File: src/rtl/srs_zc_seq.sv
// srs_zc_seq: streaming Zadoff-Chu base-sequence phase generator for SRS (N_ZC >= 31).
//
// Takes the group number u and base sequence number v from the hopping stage.
// A sequential divide-by-31 finds the ZC root q. The block then emits one phase index
// p(m) = q*m*(m+1)/2 mod n_zc per subcarrier, with cyclic extension past n_zc-1.
// The phase is built up by running sums, so the stream path has no multiplier.
//
// Ports:
//   clk, rst           clock, synchronous active-high reset
//   start              one-cycle job request, honoured only when idle
//   u, v, n_zc, m_sc   job parameters, latched on an accepted start
//   busy               high whenever a job is in progress
//   done               one-cycle pulse after the last sample (or on a rejected job)
//   err                one-cycle pulse on a rejected job (tied 0 unless checking is built in)
//   out_valid/ready    output stream handshake
//   out_phase          p(m), 0..n_zc-1
//   out_idx            sample index n, 0..m_sc-1
//   out_last           marks the sample with n = m_sc-1
//
// Build option: define SRS_ZC_PARAM_CHK_EN to reject out-of-range jobs at start.

module srs_zc_seq (
  input  logic        clk,
  input  logic        rst,
  input  logic        start,
  input  logic [4:0]  u,
  input  logic        v,
  input  logic [10:0] n_zc,
  input  logic [10:0] m_sc,
  output logic        busy,
  output logic        done,
  output logic        err,
  output logic        out_valid,
  input  logic        out_ready,
  output logic [10:0] out_phase,
  output logic [10:0] out_idx,
  output logic        out_last
);

  typedef enum logic [1:0] {StIdle, StQdiv, StQfix, StStream} state_e;

  state_e      state_q;

  // Latched job parameters
  logic        v_q;
  logic [10:0] n_zc_q;
  logic [10:0] m_last_q;   // m_sc - 1, so out_last is a plain equality compare

  // Divider state
  logic [16:0] x_q;        // dividend, shifted out MSB first
  logic [4:0]  rem_q;      // partial remainder, always < 31
  logic [11:0] quo_q;      // quotient bits shifted in LSB side
  logic [4:0]  cnt_q;

  // Stream state
  logic [10:0] q_q;        // ZC root
  logic [10:0] m_q;        // position within the base sequence
  logic [10:0] d_q;        // next phase increment, (m+1)*q mod n_zc
  logic [10:0] p_q;        // current phase
  logic [10:0] n_q;        // current output index
  logic        valid_q;
  logic        last_q;
  logic        done_q;

  // One compare-and-subtract modular add. Both operands are already < n, so the
  // 12-bit sum needs at most one correction.
  function automatic logic [10:0] mod_add(input logic [10:0] a, input logic [10:0] b,
                                          input logic [10:0] n);
    logic [11:0] s;
    s = {1'b0, a} + {1'b0, b};
    if (s >= {1'b0, n}) begin
      s = s - {1'b0, n};
    end
    return s[10:0];
  endfunction

  logic [16:0] x_start;
  logic [5:0]  rem_sh;
  logic        rem_ge;
  logic [4:0]  rem_nxt;
  logic [11:0] q0;
  logic [11:0] q0v;
  logic [10:0] q_fix;
  logic        hs;
  logic        wrap;
  logic [10:0] p_nxt;
  logic [10:0] d_nxt;
  logic [10:0] n_nxt;
  logic        job_bad;

  always_comb begin
    // X = 2*n_zc*(u+1); the only multiply, used once per job when latching.
    x_start = 17'({n_zc, 1'b0}) * 17'({1'b0, u} + 6'd1);

    // Restoring divide step by 31
    rem_sh  = {rem_q, x_q[16]};
    rem_ge  = (rem_sh >= 6'd31);
    rem_nxt = rem_ge ? 5'(rem_sh - 6'd31) : rem_sh[4:0];

    // q0 = round-half-up of Q/2, then +v for even Q or -v for odd Q
    q0    = 12'(({1'b0, quo_q} + 13'd1) >> 1);
    q0v   = quo_q[0] ? (q0 - {11'd0, v_q}) : (q0 + {11'd0, v_q});
    // q0v never exceeds n_zc+1 for legal jobs, so one subtract reduces it
    q_fix = 11'((q0v >= {1'b0, n_zc_q}) ? (q0v - {1'b0, n_zc_q}) : q0v);

    hs    = valid_q & out_ready;
    wrap  = (m_q == (n_zc_q - 11'd1));
    p_nxt = mod_add(p_q, d_q, n_zc_q);
    d_nxt = mod_add(d_q, q_q, n_zc_q);
    n_nxt = n_q + 11'd1;
  end

`ifdef SRS_ZC_PARAM_CHK_EN
  logic err_q;

  // m_sc > 2047 cannot be encoded on 11 bits, so only zero needs rejecting
  assign job_bad = (u > 5'd29) || (n_zc < 11'd31) || (n_zc > 11'd2039) || (m_sc == 11'd0);
  assign err     = err_q;
`else
  assign job_bad = 1'b0;
  assign err     = 1'b0;
`endif

  always_ff @(posedge clk) begin
    if (rst) begin
      state_q  <= StIdle;
      v_q      <= 1'b0;
      n_zc_q   <= '0;
      m_last_q <= '0;
      x_q      <= '0;
      rem_q    <= '0;
      quo_q    <= '0;
      cnt_q    <= '0;
      q_q      <= '0;
      m_q      <= '0;
      d_q      <= '0;
      p_q      <= '0;
      n_q      <= '0;
      valid_q  <= 1'b0;
      last_q   <= 1'b0;
      done_q   <= 1'b0;
`ifdef SRS_ZC_PARAM_CHK_EN
      err_q    <= 1'b0;
`endif
    end else begin
      done_q <= 1'b0;
`ifdef SRS_ZC_PARAM_CHK_EN
      err_q  <= 1'b0;
`endif
      unique case (state_q)
        StIdle: begin
          if (start) begin
            if (job_bad) begin
              // Rejected: nothing latched, report and stay idle
              done_q <= 1'b1;
`ifdef SRS_ZC_PARAM_CHK_EN
              err_q  <= 1'b1;
`endif
            end else begin
              v_q      <= v;
              n_zc_q   <= n_zc;
              m_last_q <= m_sc - 11'd1;
              x_q      <= x_start;
              rem_q    <= '0;
              quo_q    <= '0;
              cnt_q    <= '0;
              state_q  <= StQdiv;
            end
          end
        end

        StQdiv: begin
          x_q   <= {x_q[15:0], 1'b0};
          rem_q <= rem_nxt;
          // Legal jobs give Q < 4096, so the bits shifted off the top are zero
          quo_q <= {quo_q[10:0], rem_ge};
          cnt_q <= cnt_q + 5'd1;
          if (cnt_q == 5'd16) begin
            state_q <= StQfix;
          end
        end

        StQfix: begin
          q_q     <= q_fix;
          d_q     <= q_fix;
          m_q     <= '0;
          p_q     <= '0;
          n_q     <= '0;
          valid_q <= 1'b1;
          last_q  <= (m_last_q == 11'd0);
          state_q <= StStream;
        end

        StStream: begin
          if (hs) begin
            if (last_q) begin
              valid_q <= 1'b0;
              last_q  <= 1'b0;
              p_q     <= '0;
              n_q     <= '0;
              done_q  <= 1'b1;
              state_q <= StIdle;
            end else begin
              if (wrap) begin
                // Cyclic extension restarts the base sequence
                m_q <= '0;
                p_q <= '0;
                d_q <= q_q;
              end else begin
                m_q <= m_q + 11'd1;
                p_q <= p_nxt;
                d_q <= d_nxt;
              end
              n_q    <= n_nxt;
              last_q <= (n_nxt == m_last_q);
            end
          end
        end

        default: state_q <= StIdle;
      endcase
    end
  end

  assign busy      = (state_q != StIdle);
  assign done      = done_q;
  assign out_valid = valid_q;
  assign out_phase = p_q;
  assign out_idx   = n_q;
  assign out_last  = last_q;

endmodule
File: config.mk
export PLATFORM = sky130hd
export DESIGN_NAME = srs_zc_seq
export DESIGN_NICKNAME = d
export VERILOG_FILES = /design/src/rtl/srs_zc_seq.sv
export SDC_FILE = /design/constraint.sdc
export NUM_CORES = 1
export LEC_CHECK = 0
export CELL_PAD_IN_SITES_DETAIL_PLACEMENT = 0
export CELL_PAD_IN_SITES_GLOBAL_PLACEMENT = 2
export CORE_AREA = 4 4 173 175
export CTS_CLUSTER_SIZE = 30
export DETAILED_ROUTE_END_ITERATION = 6
export DIE_AREA = 0 0 177 179
export PLACE_DENSITY = 0.91
export SLEW_MARGIN = 10
export SYNTH_ARGS = -nofsm -noshare
export SYNTH_HDL_FRONTEND = slang
export SYNTH_SLANG_ARGS = --single-unit
File: constraint.sdc
create_clock -name clk -period 12.8 [get_ports clk]
set_input_delay 2.56 -clock clk [delete_from_list [all_inputs] [get_ports clk]]
set_output_delay 2.56 -clock clk [all_outputs]
set_load 0.1 [all_outputs]
# Word level (Yosys, flattened, before mapping)
# Index checks and enable logic that the tools add are counted.
[word_totals]
ff_bits = 122
input_bits = 32
output_inout_bits = 27
word_cells = 101
[op_classes]
add_sub_neg = 15
mul = 1
n_lt_le_gt_ge = 4
n_eq_ne = 11
n_mux = 39
n_bitwise = 3
reduce_logical = 12
[op_table]
columns = ["cell", "count"]
rows = [
  ["11-bit two-way mux", 14],
  ["11-bit one-hot mux with 2 select lines", 4],
  ["12-bit by 11-bit >= comparator with 1-bit output", 3],
  ["17-bit one-hot mux with 2 select lines", 1],
  ["11-bit subtractor", 3],
  ["11-bit by 11-bit adder with 12-bit output", 2],
  ["12-bit two-way mux", 2],
  ["12-bit one-hot mux with 2 select lines", 1],
  ["11-bit by 1-bit adder with 11-bit output (second input constant)", 2],
  ["11-bit equality test", 2],
  ["11-bit by 1-bit subtractor with 11-bit output (second input constant)", 2],
  ["5-bit one-hot mux with 2 select lines", 2],
  ["17-bit two-way mux", 1],
  ["11-bit by 6-bit multiplier with 16-bit output", 1],
  ["12-bit by 1-bit adder with 13-bit output (second input constant)", 1],
  ["12-bit by 1-bit adder with 12-bit output", 1],
  ["12-bit by 1-bit subtractor with 12-bit output", 1],
  ["11-bit zero test", 1],
  ["5-bit two-way mux", 2],
  ["2-bit inequality test (second input constant)", 5],
  ["2-bit two-way mux", 4],
  ["2-bit one-hot mux with 4 select lines", 1],
  ["5-bit by 1-bit adder with 6-bit output (second input constant)", 1],
  ["6-bit by 5-bit >= comparator with 1-bit output (second input constant)", 1],
  ["15 further kinds", 27],
]

# Logic depth before layout (Yosys ltp)
[depth]
depth_word = 7
depth_mapped = 20
mapped_depth_nobuf = 19

# Worst setup path before layout
# OpenSTA, ideal clock, no wires.
[synth_timing]
kind = "input-to-reg"
start = "input u[0]"
end = "register x_q[14]"
setup_ns = 0.128
arrival_ns = 6.575
required_ns = 12.672
slack_ns = 6.097
stages = 18
path_buffers = 1
cell_sequence = "ha_1 nand3_1 xor2_1 clkbuf_1 nand2b_1 fa_1 fa_1 fa_1 inv_1 ha_1 a21o_1 a21oi_1 o21a_1 o21ai_1 a211oi_1 xnor2_1 a222oi_1 nor2_1"
[synth_via]
elab_chain_cells = 4
[synth_lines]
columns = ["item", "line_no", "text"]
rows = [
  ["from (decl)", "26", "input logic [4:0] u,"],
  ["5-bit by 1-bit adder with 6-bit output", "93", "x_start = 17'({n_zc, 1'b0}) * 17'({1'b0, u} + 6'd1);"],
  ["11-bit by 6-bit multiplier with 16-bit output", "93", ""],
  ["17-bit two-way mux", "152", "if (start) begin"],
  ["17-bit one-hot mux with 2 select lines", "150", "unique case (state_q)"],
  ["to (signal assigned)", "163", "x_q <= x_start;"],
  ["to (signal assigned)", "173", "x_q <= {x_q[15:0], 1'b0};"],
  ["to (decl)", "50", "logic [16:0] x_q;"],
]
# No other way between the ends. The select of a mux whose other input is x is not followed.
# A chain may end at the register's enable or synchronous reset.

# Worst setup path after layout
# Same ends and word-level chain as after synthesis.

==> reports/results.ini <==
[cts]
cts_tree = built
cts-htree-levels = 4
post_cts_buffers = 0
cts_max_path_buffers = 2
root_buffer = clkbuf_16
cts_buffers = 17
clk_pin_slew_ps = 50
cts_sinks = 121
cts_hold_buffers = 0
ctsResizeCount = 0
clk_latency_ps = 420

[worst_setup_path]
r2r-start = quo_q[0]$_SDFFE_PP0P_
worst_setup_path_end_kind = flop
crit_arrival_ps = 8040
critPathMaxStageDelay_ps = 890
start_kind = input pin
crit_cells = 18
r2r_slack_ps = 8170
path_delay_family = adder cells
endpoint = x_q[14]$_SDFFE_PP0P_
rr_worst_depth = 18
crit_chain = clkdlybuf4s50_1, ha_1, nand3_1, xor2_1, nand2b_1, fa_1, fa_1, fa_1, inv_1, ha_1, a21o_1, a21oi_1, o21a_1, o21ai_1, a211oi_1, xnor2_1, a222oi_1, nor2_1
setup.worst_path.start = u[0]
crit_fanout = 13
criticalPathCategory = in2reg
reg2reg_to = d_q[0]$_SDFFE_PP0P_
crit_buf_inv = 2
cp.required_ps = 13070
cpMaxStageDelayCell = clkdlybuf4s50_1
cpMostUsedCell = fa_1

[power]
p_seq_share_pct = 17.6
p_switching_mw = 1.41
p_clk_share_pct = 15.6
p_leak_nw = 5.24
ir_drop_uv = 126
powerDensity_nw_per_um2 = 235
sw_frac_of_total_pct = 47.7
p_int_mw = 1.55
p_comb_share_pct = 66.7

[finish]
area_growth_pct = 13.0
final_cells = 1827
final_cell_mix = nor2_1 (125), dfxtp_1 (121), nand2_1 (106)
drive_gt1_share_pct = 3.60
layout_commonest_cell = nor2_1
diodes = 0
nNetsFinal = 1608
fillers = 2900

[floorplanning]
core-area_um2 = 28500
die_w_um = 177
start_util_pct = 39.3
row_count = 62
fp.dieH_um = 179
fp.dieArea_um2 = 31700
io_pins = 59

[synth]
syn-num-nets = 1580
ys_seq_elements = 121
synthFlopType = dfxtp_1
synth_async_sr_flop_share_pct = 0
avgSynthCellArea_um2 = 7.97
synth_warnings = 0
synth_cells = 1403
synth_edf_count = 0
synthesis.area_um2 = 11200
yosysUniqueCellTypes = 72
seq_area_frac_synth_pct = 21.7

[drt]
antenna_left = 0
routed_via_density = 5.42
dr_total_vias = 9896
dr.max_layer_used = met4
wl_met2_um = 14100
wl_met3_um = 768
drc = 0
met1_length_um = 14400
routed_wl_um = 29500
dr.pass1.iters = 6
drt_first_iter_violations = 706
wl_per_cell_um = 16.2

[place]
port_buffers = 57
dpl.hpwl_um = 22400
place_inst = 1796
gp_congestion = 0.845

[sta]
grt_setup_unrepaired = no
relSlewSlack_pct = 33.9
setup-violations-final = 0
tightest_slew_ps = 991
finalHoldViolCount = 0
fin_crit_sh_pct = 60.7
finalSetupTns_ps = 0
min_period_ps = 7770
finalClockSkew_ps = 9.51
fmax_ghz = 0.129
slew_viol_final = 0

[grt]
grt_pass1_vias = 9570
grt_max_degree = 71
grt_pass1_wl_um = 48700
overflow = 0
antenna_found_initial = 0
gr-usage-all-layers_pct = 18.9

[run_status]
status = completed

[worst_hold_path]
hp-start = n_zc_q[9]$_SDFFE_PP0P_
hold_class = reg2reg

[flow_run]
cap_viol_max_count = 0

## synth_stat cells, drive strengths merged (12+ instances only)
master	count	area share [%]
nor2	125	4.2
dfxtp	121	22
nand2	106	3.6
ha	103	12
inv	103	3.5
a21oi	83	3.7
xnor2	67	5.3
o21ai	55	2.5
clkbuf	50	1.7
nand3	47	2.1
fa	42	7.5
nor2b	42	2.4
xor2	42	3.3
nor3	41	1.8
and2	36	2.0
a211oi	26	1.7
a21o	24	1.6
a22oi	22	1.5
and3	21	1.2
o22ai	18	1.0
mux2i	17	1.5
nand2b	16	0.90
o211ai	15	1.0
nand3b	13	0.87
o21a	13	0.87
or3	12	0.67
## power groups by stage
| stage | Clock, mW | Sequential, mW | Combinational (mW) |
|---|---|---|---|
| floorplan | 0 | 0.516 | 1.54 |
| global placement | 0 | 0.528 | 1.95 |
| detailed placement | 0 | 0.528 | 1.96 |
| CTS | 0.474 | 0.522 | 1.97 |
| global route | 0.489 | 0.531 | 2.21 |
| finish | 0.463 | 0.523 | 1.98 |
## state kept, by name, summed over array words and instances, names as in the netlist
name,cells
d_q,11
state_q,2
done,1
out_phase,11
out_idx,11
n_zc_q,11
x_q,16
m_last_q,11
quo_q,12
out_last,1
rem_q,5
out_valid,1
m_q,11
v_q,1
q_q,11
cnt_q,5
## metrics by stage
stage | setup slack [ps] | hold WS (ps) | power (mW) | cell area, um2 | util [%]
detailed placement | 4650 | 474 | 2.49 | 12100 | 42.4
global route | 4730 | 506 | 3.23 | 12600 | 44.4
global placement | 4730 | 464 | 2.47 | 12100 | 42.4
floorplan | 6100 | 450 | 2.05 | 11200 | -
finish | 5030 | 488 | 2.96 | 12600 | 44.4
CTS | 5070 | 487 | 2.97 | 12600 | 44.4
## how the worst min path moves through the flow
stage / to / cells past startpoint
after CTS: rem_q[4]$_SDFFE_PP0P_ / 2
after global placement: rem_q[4]$_SDFFE_PP0P_ / 2
after floorplan: rem_q[4]$_SDFFE_PP0P_ / 2
after detailed placement: rem_q[4]$_SDFFE_PP0P_ / 2
final: n_zc_q[9]$_SDFFE_PP0P_ / 2
after global routing: x_q[3]$_SDFFE_PP0P_ / 2
## per-layer routing
layer / global-route usage [%] / vias to the layer above
met5: 0 / -
met4: 3.84 / 0
met3: 2.59 / 18
met2: 32.1 / 136
met1: 25.8 / 4696
li1: - / 5046
## logic make-up (layout without fill, tap and decap cells)
group	count (synthesis)	count (layout)	synth area share, %
compound gates	344	344	20.9
xor+xnor	109	109	8.54
fa+ha+maj	145	145	19.1
buf+inv	161	201	5.53
flops	121	121	21.7
mux	22	22	2.03
other cells	1	1	0.0336
simple gates	500	500	22.3
## tightest hold or removal path: stages, from the launching register on
cell	delay (ps)
dfxtp_1	320
nand2_1	60
a21oi_1	50
## area by class of cell
class                           count  area (um2)  area share, %
Sequential cell                   121        2420           19.2
Inverter                          103         387           3.06
Clock buffer                       23         458           3.63
Tap cell                          384         480           3.80
Clock inverter                      8        97.6          0.773
Timing Repair Buffer               67         643           5.09
Multi-Input combinational cell   1121        8140           64.5
No activity file was read; power rests on OpenSTA's default activity.
